[src/rtl/shared_reg_arbiter.sv]
// Round-robin arbiter that sequences four requesters into one shared register.
// Each grant is held HOLD cycles, then the winner's word is loaded and acked.
module shared_reg_arbiter #(
  parameter int WIDTH = 8,
  parameter int HOLD  = 2
) (
  input  logic               clk,
  input  logic               rstb,
  input  logic [3:0]         req,
  input  logic [4*WIDTH-1:0] data,
  output logic [3:0]         grant,
  output logic [3:0]         ack,
  output logic [WIDTH-1:0]   q,
  output logic [1:0]         owner,
  output logic               busy
);

  typedef enum logic [1:0] {
    IDLE,
    GRANT,
    WRITE
  } state_t;

  state_t           state_q, state_d;
  logic [7:0]       cnt_q, cnt_d;
  logic [1:0]       sel_q, sel_d;
  logic [1:0]       last_q, last_d;
  logic [WIDTH-1:0] q_q, q_d;
  logic [1:0]       owner_q, owner_d;
  logic [3:0]       ack_q, ack_d;
  logic [1:0]       pick;

  // First set request after the previous winner, wrapping back to it last.
  always_comb begin
    logic       found;
    logic [1:0] idx;
    pick  = last_q;
    found = 1'b0;
    idx   = '0;
    for (int k = 1; k <= 4; k++) begin
      idx = last_q + 2'(k);
      if (!found && req[idx]) begin
        pick  = idx;
        found = 1'b1;
      end
    end
  end

  always_comb begin
    state_d = state_q;
    cnt_d   = cnt_q;
    sel_d   = sel_q;
    last_d  = last_q;
    q_d     = q_q;
    owner_d = owner_q;
    ack_d   = '0;
    unique case (state_q)
      IDLE: begin
        if (|req) begin
          sel_d   = pick;
          cnt_d   = 8'(HOLD - 1);
          state_d = GRANT;
        end
      end
      GRANT: begin
        if (!req[sel_q]) begin
          state_d = IDLE;
        end else if (cnt_q == 8'd0) begin
          q_d     = data[sel_q*WIDTH +: WIDTH];
          owner_d = sel_q;
          last_d  = sel_q;
          ack_d   = 4'b0001 << sel_q;
          state_d = WRITE;
        end else begin
          cnt_d = cnt_q - 8'd1;
        end
      end
      WRITE: begin
        state_d = IDLE;
      end
      default: begin
        state_d = IDLE;
      end
    endcase
  end

  always_ff @(posedge clk or negedge rstb) begin
    if (!rstb) begin
      state_q <= IDLE;
      cnt_q   <= '0;
      sel_q   <= '0;
      last_q  <= 2'd3;
      q_q     <= '0;
      owner_q <= '0;
      ack_q   <= '0;
    end else begin
      state_q <= state_d;
      cnt_q   <= cnt_d;
      sel_q   <= sel_d;
      last_q  <= last_d;
      q_q     <= q_d;
      owner_q <= owner_d;
      ack_q   <= ack_d;
    end
  end

  // Decoded from registered state only.
  assign grant = (state_q == GRANT) ? (4'b0001 << sel_q) : 4'b0000;
  assign busy  = (state_q != IDLE);
  assign ack   = ack_q;
  assign q     = q_q;
  assign owner = owner_q;

endmodule
[config.mk]
export PLATFORM = sky130hd
export DESIGN_NAME = shared_reg_arbiter
export DESIGN_NICKNAME = d
export VERILOG_FILES = /design/src/rtl/shared_reg_arbiter.sv
export SDC_FILE = /design/constraint.sdc
export NUM_CORES = 1
export LEC_CHECK = 0
export CORE_MARGIN = 1.5
export CORE_UTILIZATION = 40
export DETAILED_ROUTE_END_ITERATION = 8
export DONT_BUFFER_PORTS = 1
export PLACE_DENSITY = 0.63
export SLEW_MARGIN = 20
export SYNTH_ARGS = -nofsm -noshare
export SYNTH_HDL_FRONTEND = slang
export SYNTH_SLANG_ARGS = --single-unit
[constraint.sdc]
create_clock -name clk -period 3 [get_ports clk]
set_clock_uncertainty 0.1 [all_clocks]
set_input_delay 0.6 -clock clk [delete_from_list [all_inputs] [get_ports clk]]
set_output_delay 0.6 -clock clk [all_outputs]
set_load 0.1 [all_outputs]
==> results_dict.tcl <==
set metrics [dict create \
    status "complete, no violations" \
    syn_avg_cell_area_sq_um 12.3 \
    dr_wl_met3_microns 214 \
    cp-end-kind "primary output" \
    place_hpwl_microns 2200 \
    required_ns 2.30 \
    yosysTopAreaCell "dfrtp_1" \
    die_w_microns 66.3 \
    cts.clk_slew.worst_paths_ns 0.09 \
    drv_slew 0 \
    path_max_fanout 7 \
    cp_top_family "simple AND/OR/NAND/NOR gates" \
    cp-start-kind "flip-flop" \
    rows 22 \
    fin_crit_sh_pct 76.6 \
    synth.most_common_cell "dfrtp_1" \
    antenna_found_initial 0 \
    cts_max_level 1 \
    drc 0 \
    viasPerCell 5.60 \
    ios 57 \
    hold_path.class "primary input to async pin" \
    crit_slowest_cell "dfrtp_1" \
    synthCells 130 \
    nets 174 \
    period_needed_ns 2.30 \
    cp_num_buf_inv 1 \
    drv_cap 0 \
    grt_pass1_vias 1057 \
    place_area_sq_um 1660 \
    synthTopCellsByArea "dfrtp_1, mux4_1, mux2i_1" \
    wire_per_inst_microns 16.1 \
    first_pass_iters 4 \
    multiInputGateArea_sq_um 820 \
    synth_cell_types 36 \
    antennaDiodeCount 0 \
    worst-setup-path-type "flip-flop to primary output" \
    drt_wl_total_microns 2910 \
    overflow 0 \
    port_buffers 0 \
    numClockSinks 28 \
    synth_top_area_share_pct 40.6 \
    core_area_sq_um 3740 \
    finalHoldViolCount 0 \
    cts_tree "yes" \
    yosysWarningCount 0 \
    root_buffer "clkbuf_8" \
    worstSetupPathDepth 3 \
    gp_congestion 0.781 \
    tightest_slew_ns 0.921 \
    grtUsageTotal_pct 13.7 \
    die_y_microns 66.3 \
    ys_top_cells_by_count "dfrtp_1, nand2_1, mux2i_1" \
    area_growth_pct 7.96 \
    synth_nets 170 \
    dr_wl_met2_microns 1500 \
    synth-seq-cells 28 \
    grt_max_degree 27 \
    cts_made_buffers 3 \
    timing.fmax_mhz 435 \
    netlist_area_sq_um 1600 \
    cts.repair.resized 0 \
    rsz0062_at_grt "false" \
    drive_above_1_share_pct 27.8 \
    crit_arrival_ns 1.60 \
    finalSetupViolCount 0 \
    hold_buffers 1 \
    grt_pass1_wl_microns 4640 \
    max_stage_delay_ns 0.49 \
    worstSkewPairLatency_ns 0.26 \
    synthArstFlopShare_pct 100 \
    drtIter0Drc 40 \
    cts_buffer_depth 2 \
    initial_core_util_pct 42.8 \
    vias 1013 \
    crit_chain "or3b_4 > nor2_2 > buf_4" \
    fillCellCount 348 \
    ant_nets 0 \
    wl_met1_microns 1150 \
    maxSlewHeadroom_pct 38.6 \
    reg2reg_depth 5 \
    cts_setup_buffers 0 \
    top_layer_used "met4" \
    ys.flop_type "dfrtp_1" \
    ys_seq_area_share_pct 43.9 \
    finalSetupTns_ns 0 \
    regArea_sq_um 703 \
    stdcell_area_sq_um 1730 \
    dieArea_sq_um 4400 \
    synth-edff-count 0 \
]
routing by layer:
metal  up-vias  global-route usage (%)
met5         -                       0
met4         0                    4.34
met3         4                    2.90
met2        32                    25.4
met1       500                    15.5
li1        477                       -
worst reg2reg max path, stage by stage, from the launching register on:
cell and delay (ns):
dfrtp_1 0.49, or3b_4 0.47, o22ai_4 0.25, nand2b_2 0.20, inv_6 0.16, mux2_2 0.34
per-stage QoR:
stage          cells  worst slack, ns  utilization [%]  hold WS (ns)
5_1_grt          181            0.642             46.2        0.0409
6_report         181            0.702             46.2        0.0387
3_5_place_dp     176            0.884             44.2         0.205
2_1_floorplan    130            0.137                -         0.204
3_3_place_gp     176            0.925             44.2         0.205
4_1_cts          181            0.688             46.2        0.0345
cell usage in the layout, fill, tap and decap left out, types with 2 or more instances in the layout:
cell	n
mux2_4	7
nor2_1	5
nand3_1	2
and3_1	2
nand2b_1	3
clkbuf_8	4
mux2_2	5
nand2_1	13
nor3_1	5
mux4_2	3
dfrtp_1	26
mux2i_1	11
ha_1	2
nand4_1	3
dfstp_2	2
inv_1	5
nand4b_1	2
a21oi_1	3
mux4_1	5
nor2_2	4
buf_4	6
sequential cells by signal (all words and copies together), names as in the netlist:
name and flops:
ack 4, owner 2, cnt_q 8, q 8, last_q 2, state_q 2, sel_q 2
path summary, 6_finish.rpt:
kind / start / endpoint / slack [ns]
hold reg to reg: cnt_q[6] / cnt_q[6] / 0.41
max in group asynchronous: rstb / cnt_q[5] / 2.61
setup / recovery: sel_q[0] / grant[2] / 0.70
min in group clk: cnt_q[6] / cnt_q[6] / 0.41
setup reg to reg: sel_q[0] / q[1] / 0.88
hold / removal: rstb / q[3] / 0.04
logic make-up after synthesis:
family | share of synthesized area, %
buffers and inverters | 5.62
multiplexers | 29.4
AO/OA/AOI/OAI | 3.83
AND/OR/NAND/NOR | 15.8
adder cells (fa/ha/maj) | 1.56
flip-flops | 43.9
cell type report:
type / instances / area share, %
sequential: 28 / 40.6
multi-input combinational: 88 / 47.4
clock buffer: 4 / 3.18
tap: 48 / 3.47
timing repair buffer: 7 / 3.76
inverter: 6 / 1.59
Power is left out: the tool's default activity adds up to more than one toggle a clock period on the data nets, which glitch-free logic cannot reach.
